`config.mk`:
```
export PLATFORM = sky130hd
export DESIGN_NAME = prom_arbiter
export DESIGN_NICKNAME = d
export VERILOG_FILES = /design/src/rtl/prom_arbiter.sv
export SDC_FILE = /design/constraint.sdc
export NUM_CORES = 1
export LEC_CHECK = 0
export ABC_AREA = 1
export CAP_MARGIN = 20
export CORE_MARGIN = 4
export CORE_UTILIZATION = 35
export CTS_CLUSTER_DIAMETER = 100
export DETAILED_ROUTE_END_ITERATION = 16
export GPL_TIMING_DRIVEN = 0
export PLACE_DENSITY_LB_ADDON = 0.12
export SYNTH_ARGS = -nofsm -noshare
export SYNTH_HDL_FRONTEND = slang
export SYNTH_SLANG_ARGS = --single-unit
```
`constraint.sdc`:
```
create_clock -name clk -period 3.7 [get_ports clk]
set_input_delay 0.555 -clock clk [delete_from_list [all_inputs] [get_ports clk]]
set_output_delay 0.555 -clock clk [all_outputs]
set_load 0.02 [all_outputs]
```
`src/rtl/prom_arbiter.sv`:
```
// Two-port arbiter in front of a 1-cycle registered-read boot PROM.
// Grants one read per cycle and returns each word to its owner two cycles after ack.
module prom_arbiter #(
  parameter int unsigned ADR_W  = 9,
  parameter int unsigned DATA_W = 32,
  parameter int unsigned PRIO_A = 0
) (
  input  logic              clk,
  input  logic              rst,
  input  logic              a_req,
  input  logic [ADR_W-1:0]  a_adr,
  output logic              a_ack,
  output logic              a_rvalid,
  output logic [DATA_W-1:0] a_rdata,
  input  logic              b_req,
  input  logic [ADR_W-1:0]  b_adr,
  output logic              b_ack,
  output logic              b_rvalid,
  output logic [DATA_W-1:0] b_rdata,
  output logic [ADR_W-1:0]  prom_adr,
  input  logic [DATA_W-1:0] prom_data
);

  typedef enum logic {LAST_A, LAST_B} last_e;
  typedef enum logic [1:0] {TAG_NONE, TAG_A, TAG_B} tag_e;

  last_e             last_q, last_d;
  tag_e              tag_q, tag_d;
  tag_e              win;
  logic              a_rvalid_q, a_rvalid_d;
  logic              b_rvalid_q, b_rvalid_d;
  logic [DATA_W-1:0] a_rdata_q, a_rdata_d;
  logic [DATA_W-1:0] b_rdata_q, b_rdata_d;

  always_ff @(posedge clk or posedge rst) begin
    if (rst) begin
      last_q     <= LAST_B;
      tag_q      <= TAG_NONE;
      a_rvalid_q <= 1'b0;
      b_rvalid_q <= 1'b0;
      a_rdata_q  <= '0;
      b_rdata_q  <= '0;
    end else begin
      last_q     <= last_d;
      tag_q      <= tag_d;
      a_rvalid_q <= a_rvalid_d;
      b_rvalid_q <= b_rvalid_d;
      a_rdata_q  <= a_rdata_d;
      b_rdata_q  <= b_rdata_d;
    end
  end

  // Winner is gated by rst so no ack can be issued while the pipeline is held clear.
  always_comb begin
    win = TAG_NONE;
    if (!rst) begin
      if (a_req && (!b_req || (PRIO_A != 0) || (last_q == LAST_B)))
        win = TAG_A;
      else if (b_req)
        win = TAG_B;
    end
  end

  always_comb begin
    last_d     = last_q;
    tag_d      = win;
    a_rvalid_d = 1'b0;
    b_rvalid_d = 1'b0;
    a_rdata_d  = a_rdata_q;
    b_rdata_d  = b_rdata_q;
    if (win == TAG_A) last_d = LAST_A;
    if (win == TAG_B) last_d = LAST_B;
    // The tag of the read issued last cycle alone picks the destination register.
    if (tag_q == TAG_A) begin
      a_rvalid_d = 1'b1;
      a_rdata_d  = prom_data;
    end
    if (tag_q == TAG_B) begin
      b_rvalid_d = 1'b1;
      b_rdata_d  = prom_data;
    end
  end

  always_comb begin
    a_ack    = (win == TAG_A);
    b_ack    = (win == TAG_B);
    prom_adr = (win == TAG_B) ? b_adr : a_adr;
    a_rvalid = a_rvalid_q;
    b_rvalid = b_rvalid_q;
    a_rdata  = a_rdata_q;
    b_rdata  = b_rdata_q;
  end

endmodule

```
==> metrics.yaml <==
sta:
  maxSlewViolCount: 0
  tightest_slew_ns: 0.853
  setup_viol: 0
  finClkSkew_ns: 0.00646
  rsz0062_at_grt: "false"
  finalCritPeriodShare_pct: 92.7
  max_freq_ghz: 0.292
  hold_viol: 0
  max_slew_margin_pct: 42.8
  fin_tns_setup_ns: 0
  min_period_ns: 3.43
status:
  status: "finished, final reports clean"
clock_network:
  htree_levels: 3
  clk_pin_slew_ns: 0.07
  root_buffer: "clkbuf_8"
  cts_sinks: 69
  clk_latency_ns: 0.34
  numCtsBuffers: 9
  cts_max_path_buffers: 2
  cts_hold_buf: 0
  cts_tree: "done"
critical_path:
  ff2ff_path_depth: 7
  r2r_slack_ns: 2.05
  path_class: "in2out"
  r2r_end: "last_q"
  endpoint_kind: "output port"
  path_max_fanout: 10
  cp-start-kind: "input port"
  required_ns: 3.14
  crit-reg2reg-launch: "last_q"
  cp.arrival_ns: 2.88
floorplanning:
  rows: 32
  core_area_sq_um: 7690
  start_util_pct: 35.9
  fp.dieArea_sq_um: 9370
  die_w_um: 96.8
  die_y_um: 96.8
  ioPinCount: 131
place:
  place_area_sq_um: 4210
  dpl.hpwl_mm: 5.37
  routabilityCongestion: 0.778
  port_buffers: 130
  dp.cells: 555
finish:
  stdcell_count: 573
  final_nets: 522
  final_cell_mix: "nand2_1, clkdlybuf4s50_1, dfrtp_1"
  area_delta_synth_final_pct: 60.8
  final_common_cell: "nand2_1"
  drive_gt1_share_pct: 7.86
  insertedDiodeCount: 0
  final_area_sq_um: 4440
  nFillCells: 719
power_and_ir_drop:
  p_total_mw: 2.48
  p_sw_share_pct: 32.5
  p_sw_uw: 806
  ir_worst_vdd_mv: 0.240
  combPwrFrac_pct: 34.0
  internal_power_mw: 1.67
  power_density_nw_per_um2: 558
  seqPwrFrac_pct: 40.4
  clkPwrFrac_pct: 25.7
  p_leak_nw: 2.20
job:
  max-cap-violations: 0
global_routing:
  grt.overflow.total: 0
  grt_pass1_vias: 2539
  grt.total_usage_pct: 17.0
  grt_pass1_wl_mm: 12.8
  antenna_found_initial: 0
  grt_max_degree: 39
worst_hold_path:
  holdCritPathClass: "reg2reg"
  whs_endpoint: "b_rdata[6]"
  worstHoldStart: "b_rdata[6]"
  whs_path_depth: 2
synthesis:
  yosysUniqueCellTypes: 13
  syn_area_sq_um: 2760
  synth_cells: 322
  synth.yosys.warnings: 0
  ys_seq_elements: 69
  syn_nets: 378
  seq_area_frac_synth_pct: 62.6
  synth_area_per_cell_sq_um: 8.57
route:
  dr.pass1.iters: 4
  drcViolationCount: 0
  post_drt_wl_per_cell_um: 13.5
  vias: 2493
  antenna_left: 0
  routed_wl_mm: 7.71
  via_per_inst: 4.35
  drt_iter0_markers: 110
-- kinds of logic after synthesis --
family	count (synthesis)	share of synthesized area, %
simple gates	229	31.7
buf+inv	20	4.40
flops	69	62.6
fa+ha+maj	2	0.906
compound gates	2	0.362
-- flip-flops by register name (all words and copies together), names as in the netlist --
name	count
tag_q	2
b_rdata	32
b_rvalid	1
last_q	1
a_rdata	32
a_rvalid	1
-- final cells by class --
type                       instances  area [sq um]  share of cell area, %
buffer                            13          95.1                   2.14
clock inverter                     5          58.8                   1.32
sequential                        69          1730                   38.9
tap                              102           128                   2.87
timing repair buffer             132          1330                   29.9
timing repair inverter             1          5.00                  0.113
multi-input combinational        233           911                   20.5
clock buffer                      11           151                   3.41
inverter                           7          33.8                  0.761
-- routing by layer --
metal,up-vias,share of wire [%],wire [um],GRT usage (%)
met5,-,0,0,0
met4,0,1.9,144,6.91
met3,12,6.8,524,5.55
met2,74,47,3630,27.7
met1,1156,44,3410,20.7
li1,1251,-,-,-
-- through the flow --
step / setup WS [ns] / utilization, % / hold slack [ns]
after global placement: -1.17 / 54.5 / 0.461
after detailed placement: -0.360 / 54.8 / 0.464
final: 0.270 / 57.7 / 0.480
after CTS: 0.167 / 57.7 / 0.482
after floorplan: 0.327 / - / 0.460
after global routing: 0.0368 / 57.7 / 0.501
-- power by group through the flow --
stage	sequential (mW)	combinational, mW	clock [mW]
6_report	1.00	0.842	0.636
3_3_place_gp	1.01	0.840	0
3_5_place_dp	1.01	0.851	0
4_1_cts	1.00	0.857	0.655
5_1_grt	1.02	0.906	0.685
2_1_floorplan	1.20	0.194	0
-- worst max-delay path by stage --
stage | startpoint | end | slack [ns] | cells after the start
2_1_floorplan | rst | prom_adr[0] | 0.33 | 7
3_3_place_gp | rst | prom_adr[5] | -1.17 | 9
3_5_place_dp | rst | prom_adr[4] | -0.36 | 9
4_1_cts | rst | prom_adr[4] | 0.17 | 10
5_1_grt | rst | prom_adr[4] | 0.04 | 10
6_report | rst | prom_adr[4] | 0.27 | 10
-- Yosys cell counts --
| library cell | n | share of area (%) |
|---|---|---|
| buf_2 | 1 | 0.18 |
| clkinv_1 | 1 | 0.14 |
| o21ai_0 | 1 | 0.18 |
| ha_1 | 2 | 0.91 |
| nor2_4 | 2 | 0.82 |
| inv_1 | 6 | 0.82 |
| nand3_1 | 1 | 0.18 |
| nand2_1 | 226 | 31 |
| dfrtp_1 | 68 | 62 |
| dfstp_2 | 1 | 0.95 |
| buf_4 | 11 | 3.0 |
| a21oi_1 | 1 | 0.18 |
| clkbuf_4 | 1 | 0.27 |
-- timing repair --
item,in CTS,in global routing
pin swaps,0,0
setup buffers,1,0
cloned,1,0
resized for setup,0,1
endpoints found under the setup margin,9,5
-- critical path, cell delays in order --
cell and delay (ns):
clkdlybuf4s50_1 0.52, clkinvlp_4 0.16, nand2_1 0.07, a21oi_1 0.21, ha_1 0.21, buf_2 0.23, clkinvlp_4 0.22, nand2_1 0.10
nand2_1 0.05, clkdlybuf4s50_1 0.54
Power figures use the tool's default switching activity.
